**src/rtl/uart_pkg.sv**
```systemverilog
// Shared definitions for the UART receiver: FSM state encoding, default
// parameter values and the 2-of-3 majority vote used for every bit sample.
package uart_pkg;

  typedef enum logic [2:0] {
    ST_IDLE   = 3'd0,
    ST_START  = 3'd1,
    ST_DATA   = 3'd2,
    ST_PARITY = 3'd3,
    ST_STOP   = 3'd4
  } rx_state_t;

  localparam int DEF_CLK_DIV    = 651;
  localparam int DEF_OVERSAMPLE = 16;
  localparam int DEF_DATA_BITS  = 8;
  localparam int DEF_PARITY_EN  = 0;
  localparam int DEF_PARITY_ODD = 0;
  localparam int DEF_STOP_BITS  = 1;
  localparam int DEF_FIFO_DEPTH = 4;

  function automatic logic vote3(input logic a, input logic b, input logic c);
    return (a & b) | (a & c) | (b & c);
  endfunction

endpackage

```
**src/rtl/uart_rx_param_if.sv**
```systemverilog
// Receive-side stream between the UART receiver and its consumer.
// Handshake: a word transfers on every rising clk edge where rx_valid and
// rx_ready are both high; rx_valid never depends on rx_ready, and rx_data
// holds its value while rx_valid is high and rx_ready is low.
interface uart_rx_param_if #(
  parameter int WIDTH = 8
);
  logic [WIDTH-1:0] rx_data;
  logic             rx_valid;
  logic             rx_ready;

  modport master (output rx_data, output rx_valid, input rx_ready);
  modport slave  (input rx_data, input rx_valid, output rx_ready);
endinterface

```
**src/rtl/uart_rx_fifo.sv**
```systemverilog
// Small receive FIFO. A push while full is accepted only when a pop frees
// the head slot in the same cycle; a pop on an empty FIFO is ignored.
module uart_rx_fifo #(
  parameter int WIDTH = 8,
  parameter int DEPTH = 4
) (
  input  logic             clk,
  input  logic             reset,
  input  logic             push,
  input  logic [WIDTH-1:0] push_data,
  input  logic             pop,
  output logic [WIDTH-1:0] head,
  output logic             not_empty,
  output logic             full
);
  localparam int AW = $clog2(DEPTH);
  localparam logic [AW-1:0] PTR_ONE = AW'(1);
  localparam logic [AW:0]   CNT_ONE = (AW+1)'(1);

  logic [WIDTH-1:0] mem [DEPTH];
  logic [AW-1:0]    wr_ptr;
  logic [AW-1:0]    rd_ptr;
  logic [AW:0]      count;
  logic             push_ok;
  logic             pop_ok;

  assign not_empty = (count != '0);
  assign full      = (count == (AW+1)'(DEPTH));
  assign pop_ok    = pop & not_empty;
  assign push_ok   = push & (~full | pop_ok);
  assign head      = mem[rd_ptr];

  // Storage, power-of-two pointer wrap and occupancy count.
  always_ff @(posedge clk) begin
    if (reset) begin
      for (int i = 0; i < DEPTH; i++) mem[i] <= '0;
      wr_ptr <= '0;
      rd_ptr <= '0;
      count  <= '0;
    end else begin
      if (push_ok) begin
        mem[wr_ptr] <= push_data;
        wr_ptr      <= wr_ptr + PTR_ONE;
      end
      if (pop_ok) rd_ptr <= rd_ptr + PTR_ONE;
      case ({push_ok, pop_ok})
        2'b10:   count <= count + CNT_ONE;
        2'b01:   count <= count - CNT_ONE;
        default: count <= count;
      endcase
    end
  end
endmodule

```
**src/rtl/uart_rx_param.sv**
```systemverilog
// Oversampling UART receiver: 2-flop synchronizer, majority-of-3 mid-bit
// voting, optional parity, 1 or 2 stop bits, and a receive FIFO.
module uart_rx_param
  import uart_pkg::*;
#(
  parameter int CLK_DIV    = DEF_CLK_DIV,
  parameter int OVERSAMPLE = DEF_OVERSAMPLE,
  parameter int DATA_BITS  = DEF_DATA_BITS,
  parameter int PARITY_EN  = DEF_PARITY_EN,
  parameter int PARITY_ODD = DEF_PARITY_ODD,
  parameter int STOP_BITS  = DEF_STOP_BITS,
  parameter int FIFO_DEPTH = DEF_FIFO_DEPTH
) (
  input  logic            clk,
  input  logic            reset,
  input  logic            rx_in,
  uart_rx_param_if.master rx_bus,
  output logic            frame_err,
  output logic            parity_err,
  output logic            overrun,
  output logic            busy,
  output rx_state_t       dbg_state
);
  localparam int DIV_W = $clog2(CLK_DIV);
  localparam int OS_W  = $clog2(OVERSAMPLE);
  localparam int MID   = OVERSAMPLE / 2;
  localparam logic                 ODD_BIT   = (PARITY_ODD != 0);
  localparam logic [DIV_W-1:0]     DIV_LAST  = DIV_W'(CLK_DIV - 1);
  localparam logic [OS_W-1:0]      OS_LAST   = OS_W'(OVERSAMPLE - 1);
  localparam logic [OS_W-1:0]      SAMP_LO   = OS_W'(MID - 1);
  localparam logic [OS_W-1:0]      SAMP_MID  = OS_W'(MID);
  localparam logic [OS_W-1:0]      SAMP_HI   = OS_W'(MID + 1);
  localparam logic [3:0]           LAST_DATA = 4'(DATA_BITS - 1);
  localparam logic [3:0]           LAST_STOP = 4'(STOP_BITS - 1);

  logic                 sync1, sync2, rx;
  rx_state_t            state_q, state_d;
  logic [DIV_W-1:0]     div_cnt;
  logic [OS_W-1:0]      os_cnt;
  logic [3:0]           bit_cnt;
  logic [1:0]           samp;
  logic [DATA_BITS-1:0] shift_q;
  logic                 par_err_q, frm_err_q;
  logic                 tick, at_vote, at_end, vote, decide, final_frm, good;
  logic                 fifo_full, fifo_ne, pop;
  logic [DATA_BITS-1:0] fifo_head;

  assign rx        = sync2;
  assign tick      = (state_q != ST_IDLE) && (div_cnt == DIV_LAST);
  assign at_vote   = tick && (os_cnt == SAMP_HI);
  assign at_end    = tick && (os_cnt == OS_LAST);
  assign vote      = vote3(samp[0], samp[1], rx);
  assign final_frm = frm_err_q | ~vote;
  assign good      = decide & ~final_frm & ~par_err_q;
  assign pop       = fifo_ne & rx_bus.rx_ready;
  assign busy      = (state_q != ST_IDLE);
  assign dbg_state = state_q;

  assign rx_bus.rx_data  = fifo_head;
  assign rx_bus.rx_valid = fifo_ne;

  // Bring the asynchronous line into the clk domain; idles high.
  always_ff @(posedge clk) begin
    if (reset) begin
      sync1 <= 1'b1;
      sync2 <= 1'b1;
    end else begin
      sync1 <= rx_in;
      sync2 <= sync1;
    end
  end

  // FSM state register.
  always_ff @(posedge clk) begin
    if (reset) state_q <= ST_IDLE;
    else       state_q <= state_d;
  end

  // Next state; decide marks the mid-sample of the last stop bit.
  always_comb begin
    state_d = state_q;
    decide  = 1'b0;
    case (state_q)
      ST_IDLE:   if (!rx) state_d = ST_START;
      ST_START: begin
        if (at_vote && vote) state_d = ST_IDLE;
        else if (at_end)     state_d = ST_DATA;
      end
      ST_DATA:   if (at_end && bit_cnt == LAST_DATA)
                   state_d = (PARITY_EN != 0) ? ST_PARITY : ST_STOP;
      ST_PARITY: if (at_end) state_d = ST_STOP;
      ST_STOP: begin
        if (at_vote && bit_cnt == LAST_STOP) begin
          state_d = ST_IDLE;
          decide  = 1'b1;
        end
      end
      default:   state_d = ST_IDLE;
    endcase
  end

  // Tick divider, bit-tick counter, vote samples, payload and error capture.
  always_ff @(posedge clk) begin
    if (reset) begin
      div_cnt   <= '0;
      os_cnt    <= '0;
      bit_cnt   <= '0;
      samp      <= '0;
      shift_q   <= '0;
      par_err_q <= 1'b0;
      frm_err_q <= 1'b0;
    end else if (state_q == ST_IDLE) begin
      div_cnt   <= '0;
      os_cnt    <= '0;
      bit_cnt   <= '0;
      par_err_q <= 1'b0;
      frm_err_q <= 1'b0;
    end else begin
      div_cnt <= tick ? '0 : div_cnt + DIV_W'(1);
      if (tick) begin
        os_cnt <= at_end ? '0 : os_cnt + OS_W'(1);
        if (os_cnt == SAMP_LO)  samp[0] <= rx;
        if (os_cnt == SAMP_MID) samp[1] <= rx;
        if (at_vote) begin
          case (state_q)
            ST_DATA:   shift_q <= {vote, shift_q[DATA_BITS-1:1]};
            ST_PARITY: if (vote != ((^shift_q) ^ ODD_BIT)) par_err_q <= 1'b1;
            ST_STOP:   if (!vote) frm_err_q <= 1'b1;
            default:   ;
          endcase
        end
        if (at_end) bit_cnt <= (state_d != state_q) ? 4'd0 : bit_cnt + 4'd1;
      end
    end
  end

  // Outcome pulses, registered from the decision cycle.
  always_ff @(posedge clk) begin
    if (reset) begin
      frame_err  <= 1'b0;
      parity_err <= 1'b0;
      overrun    <= 1'b0;
    end else begin
      frame_err  <= decide & final_frm;
      parity_err <= decide & par_err_q;
      overrun    <= good & fifo_full & ~pop;
    end
  end

  uart_rx_fifo #(
    .WIDTH (DATA_BITS),
    .DEPTH (FIFO_DEPTH)
  ) u_fifo (
    .clk       (clk),
    .reset     (reset),
    .push      (good),
    .push_data (shift_q),
    .pop       (pop),
    .head      (fifo_head),
    .not_empty (fifo_ne),
    .full      (fifo_full)
  );
endmodule

```
**src/flat_wrapper.sv**
```systemverilog
// flat-port wrapper written by rule: the top's interface ports become plain ports
module uart_rx_param_flat import uart_pkg::*;
#(
  parameter int CLK_DIV    = DEF_CLK_DIV,
  parameter int OVERSAMPLE = DEF_OVERSAMPLE,
  parameter int DATA_BITS  = DEF_DATA_BITS,
  parameter int PARITY_EN  = DEF_PARITY_EN,
  parameter int PARITY_ODD = DEF_PARITY_ODD,
  parameter int STOP_BITS  = DEF_STOP_BITS,
  parameter int FIFO_DEPTH = DEF_FIFO_DEPTH
)
  (clk, reset, rx_in, frame_err, parity_err, overrun, busy, dbg_state, rx_bus_rx_data, rx_bus_rx_valid, rx_bus_rx_ready);
  uart_rx_param_if #(.WIDTH(8)) rx_bus_i ();
  input  logic clk;
  input  logic reset;
  input  logic rx_in;
  output logic frame_err;
  output logic parity_err;
  output logic overrun;
  output logic busy;
  output rx_state_t dbg_state;
  output wire logic [$bits(rx_bus_i.rx_data)-1:0] rx_bus_rx_data;
  output wire logic [$bits(rx_bus_i.rx_valid)-1:0] rx_bus_rx_valid;
  input wire logic [$bits(rx_bus_i.rx_ready)-1:0] rx_bus_rx_ready;
  assign rx_bus_rx_data = rx_bus_i.rx_data;
  assign rx_bus_rx_valid = rx_bus_i.rx_valid;
  assign rx_bus_i.rx_ready = rx_bus_rx_ready;
  uart_rx_param #(.CLK_DIV(CLK_DIV), .OVERSAMPLE(OVERSAMPLE), .DATA_BITS(DATA_BITS), .PARITY_EN(PARITY_EN), .PARITY_ODD(PARITY_ODD), .STOP_BITS(STOP_BITS), .FIFO_DEPTH(FIFO_DEPTH)) u_core (.clk(clk), .reset(reset), .rx_in(rx_in), .rx_bus(rx_bus_i), .frame_err(frame_err), .parity_err(parity_err), .overrun(overrun), .busy(busy), .dbg_state(dbg_state));
endmodule
```
**config.mk**
```make
export PLATFORM = sky130hd
export DESIGN_NAME = uart_rx_param_flat
export DESIGN_NICKNAME = d
export VERILOG_FILES = /design/src/rtl/uart_pkg.sv /design/src/rtl/uart_rx_param_if.sv /design/src/rtl/uart_rx_fifo.sv /design/src/rtl/uart_rx_param.sv /design/src/flat_wrapper.sv
export SDC_FILE = /design/constraint.sdc
export NUM_CORES = 1
export LEC_CHECK = 0
export BUFFER_PORTS_ARGS = -buffer_cell sky130_fd_sc_hd__buf_2
export CAP_MARGIN = 20
export CORE_MARGIN = 8
export CORE_UTILIZATION = 55
export CTS_BUF_LIST = sky130_fd_sc_hd__clkbuf_16
export CTS_CLUSTER_DIAMETER = 150
export DETAILED_ROUTE_END_ITERATION = 8
export HOLD_SLACK_MARGIN = 0.05
export PLACE_DENSITY = 0.78
export SLEW_MARGIN = 10
export SYNTH_ARGS = -nofsm -noshare
export SYNTH_HDL_FRONTEND = slang
export SYNTH_SLANG_ARGS = --single-unit
```
**constraint.sdc**
```tcl
create_clock -name clk -period 2.58 [get_ports clk]
set_input_delay 0.258 -clock clk [delete_from_list [all_inputs] [get_ports clk]]
set_output_delay 0.258 -clock clk [all_outputs]
set_load 0.02 [all_outputs]
```
==> results.sh <==
export IMPL_critical_path_class="register to register"
export IMPL_post_dr_vias_cell=5.56
export IMPL_postPlaceCellArea_um2=4010
export IMPL_final_antenna_net_count=0
export IMPL_worst_slew_pin_slew_ns=0.547
export IMPL_most_common_layout_cells="dfxtp_1, nor2_1, and2_1, edfxtp_1, nand2_1"
export IMPL_path_clk_slew_ns=0.06
export IMPL_globalRoute_totalOverflow=0
export IMPL_detailed_route_via_count=2608
export IMPL_grt_first_pass_wirelength_mm=11.9
export IMPL_routed_wl_mm=7.08
export IMPL_hold_viol_final=0
export IMPL_start_util=0.559
export IMPL_netlist_cell_types=54
export IMPL_detailedPlace_worstSlack_ns=0.108
export IMPL_r2r_cells=7
export IMPL_critical_path_max_fanout=6
export IMPL_layout_drive_gt1_share=0.198
export IMPL_final_period_minus_worst_setup_slack_ns=2.35
export IMPL_status="completed"
export IMPL_ys_async_sr_fraction=0
export IMPL_peakVddDrop_mv=0.381
export IMPL_maximum_number_of_pins_on_one_net_before_global_route_repair=17
export IMPL_i_o_pins=20
export IMPL_timing_final_crit_share=0.912
export IMPL_antenna_found_initial=0
export IMPL_postCtsHoldBufs=0
export IMPL_placement_io_buffers=19
export IMPL_cts_tree="done"
export IMPL_first_iter_violations=95
export IMPL_layout_core_utilization=0.649
export IMPL_rsz0062_at_grt="false"
export IMPL_ctsResizeCount=0
export IMPL_clock_fmax_mhz=425
export IMPL_cp_data_arrival_time_ns=2.63
export IMPL_syn_cell_area_um2=3730
export IMPL_worst_hold_path_type="input port to register"
export IMPL_seq_area_frac_synth=0.509
export IMPL_finalClockSkew_ns=0.00703
export IMPL_synth_enable_flop_cells=32
export IMPL_die_area_um2=9680
export IMPL_num_antenna_cells=0
export IMPL_main_flop_type_after_synthesis="dfxtp_1"
export IMPL_syn_avg_cell_area_um2=10.8
export IMPL_placeableCoreArea_um2=6680
export IMPL_power_density_nw_per_um2=634
export IMPL_grtUsageTotal=0.155
export IMPL_die_x_um=98.4
export IMPL_synthesis_instances=347
export IMPL_cts_root_buf="clkbuf_16"
export IMPL_wire_per_inst_um=15.1
export IMPL_dp_hpwl_mm=5.23
export IMPL_die_height_um=98.4
export IMPL_htreeDepth=3
export IMPL_timing_critical_path_to_type="register"
export IMPL_cts_sinks=79
export IMPL_slew_headroom=0.634
export IMPL_critical_path_startpoint_type="register"
export IMPL_clock_tree_buffer_depth=2
export IMPL_report_final_setup_viol=0
export IMPL_postLayoutSetupSlackWorst_ns=0.228
export IMPL_synth_ff_latch_count=79
export IMPL_leakage_uw=0.00156
export IMPL_maxCapViolCount=0
export IMPL_hold_path_depth=2
export IMPL_fin_nets=396
export IMPL_finalInstanceArea_um2=4340
export IMPL_postSynthNetCount=359
export IMPL_cts_buffers=9
export IMPL_first_global_vias=2558
export IMPL_cts_post_setup_buffers_inserted=0
export IMPL_worstSkewPairLatency_ns=0.33
export IMPL_ys_warn_count=0
export IMPL_placement_rows=30
export IMPL_critical_path_required_ns=2.86
export IMPL_number_of_detailed_route_iterations_in_the_first_pass=4
export IMPL_final_common_cell="dfxtp_1"
export IMPL_drc=0
export IMPL_globalplace_congestion=0.863
export IMPL_maxSlewViolCount=0
export IMPL_area_delta_synth_final_pct=16.1
routing by layer:
layer	up-vias	global-route usage	routed length (um)	share of wire
met3	13	0.0462	256	0.036
li1	1301	-	-	-
met4	0	0.0815	144	0.020
met1	1252	0.173	3160	0.45
met5	-	0	0	0
met2	42	0.262	3520	0.50
area by class of cell:
cell class	instances	area (um2)
Timing Repair Buffer	38	238
Fill cell	517	2340
Clock buffer	9	225
Multi-Input combinational cell	242	1730
Tap cell	80	100
Inverter	14	52.6
Clock inverter	7	95.1
Sequential cell	79	1900
through the flow:
stage                     power, uW  TNS, ns  instances  hold WS, ns
after floorplan                1410   -0.172        347        0.362
after global placement         1440        0        453        0.392
after detailed placement       1440        0        453        0.400
after CTS                      2780        0        469        0.103
after global routing           2830        0        469        0.106
final                          2750        0        469        0.112
kinds of logic (layout without fill, tap and decap cells):
| kind of cell | Yosys count | in the layout | share of synthesized area |
|---|---|---|---|
| buffers and inverters | 26 | 68 | 0.0301 |
| AND/OR/NAND/NOR | 158 | 158 | 0.237 |
| XOR/XNOR | 23 | 23 | 0.0539 |
| multiplexers | 23 | 23 | 0.0894 |
| adder cells (fa/ha/maj) | 9 | 9 | 0.0315 |
| AO/OA/AOI/OAI | 29 | 29 | 0.0489 |
| flip-flops | 79 | 79 | 0.509 |
Yosys cell counts, drive strengths merged, types with 9 or more instances:
cell | count | share of area
dfxtp | 47 | 0.25
nor2 | 42 | 0.042
and2 | 34 | 0.057
edfxtp | 32 | 0.26
nand2 | 21 | 0.021
nand3 | 15 | 0.020
inv | 14 | 0.014
xnor2 | 13 | 0.030
mux2i | 12 | 0.032
a21oi | 10 | 0.013
xor2 | 10 | 0.023
nor4 | 9 | 0.022
flip-flops by register name (all words and copies together) (netlist names), named ones only:
register / count
u_core.bit_cnt: 4
u_core.dbg_state: 3
u_core.div_cnt: 10
u_core.frame_err: 1
u_core.frm_err_q: 1
u_core.os_cnt: 4
u_core.overrun: 1
u_core.par_err_q: 1
u_core.parity_err: 1
u_core.rx: 1
u_core.samp: 2
u_core.shift_q: 8
u_core.sync1: 1
u_core.u_fifo.count: 3
u_core.u_fifo.mem: 32
u_core.u_fifo.rd_ptr: 2
u_core.u_fifo.wr_ptr: 2
critical path, cell delays in order, from the launching register on:
cell and delay [ns]:
dfxtp_1 0.36, nor4b_2 0.27, nand3_1 0.25, buf_4 0.24, or4_1 0.60, a21o_1 0.20
nor4_1 0.23, or3_1 0.14
final timing paths:
check                                       start                end  slack [ns]
worst max register to register  u_core.div_cnt[2]  u_core.bit_cnt[3]        0.23
worst min register to register       u_core.sync1          u_core.rx        0.41
worst min-delay path                        rx_in       u_core.sync1        0.11
worst max-delay path            u_core.div_cnt[2]  u_core.bit_cnt[3]        0.23
power breakdown:
group          internal (uW)  switching, uW  leakage (uW)
clock network            847            494      0.000154
registers               1320           9.41      0.000683
logic                   27.8           49.5      0.000721
total                   2200            553       0.00156
(Power assumes the default switching activity.)
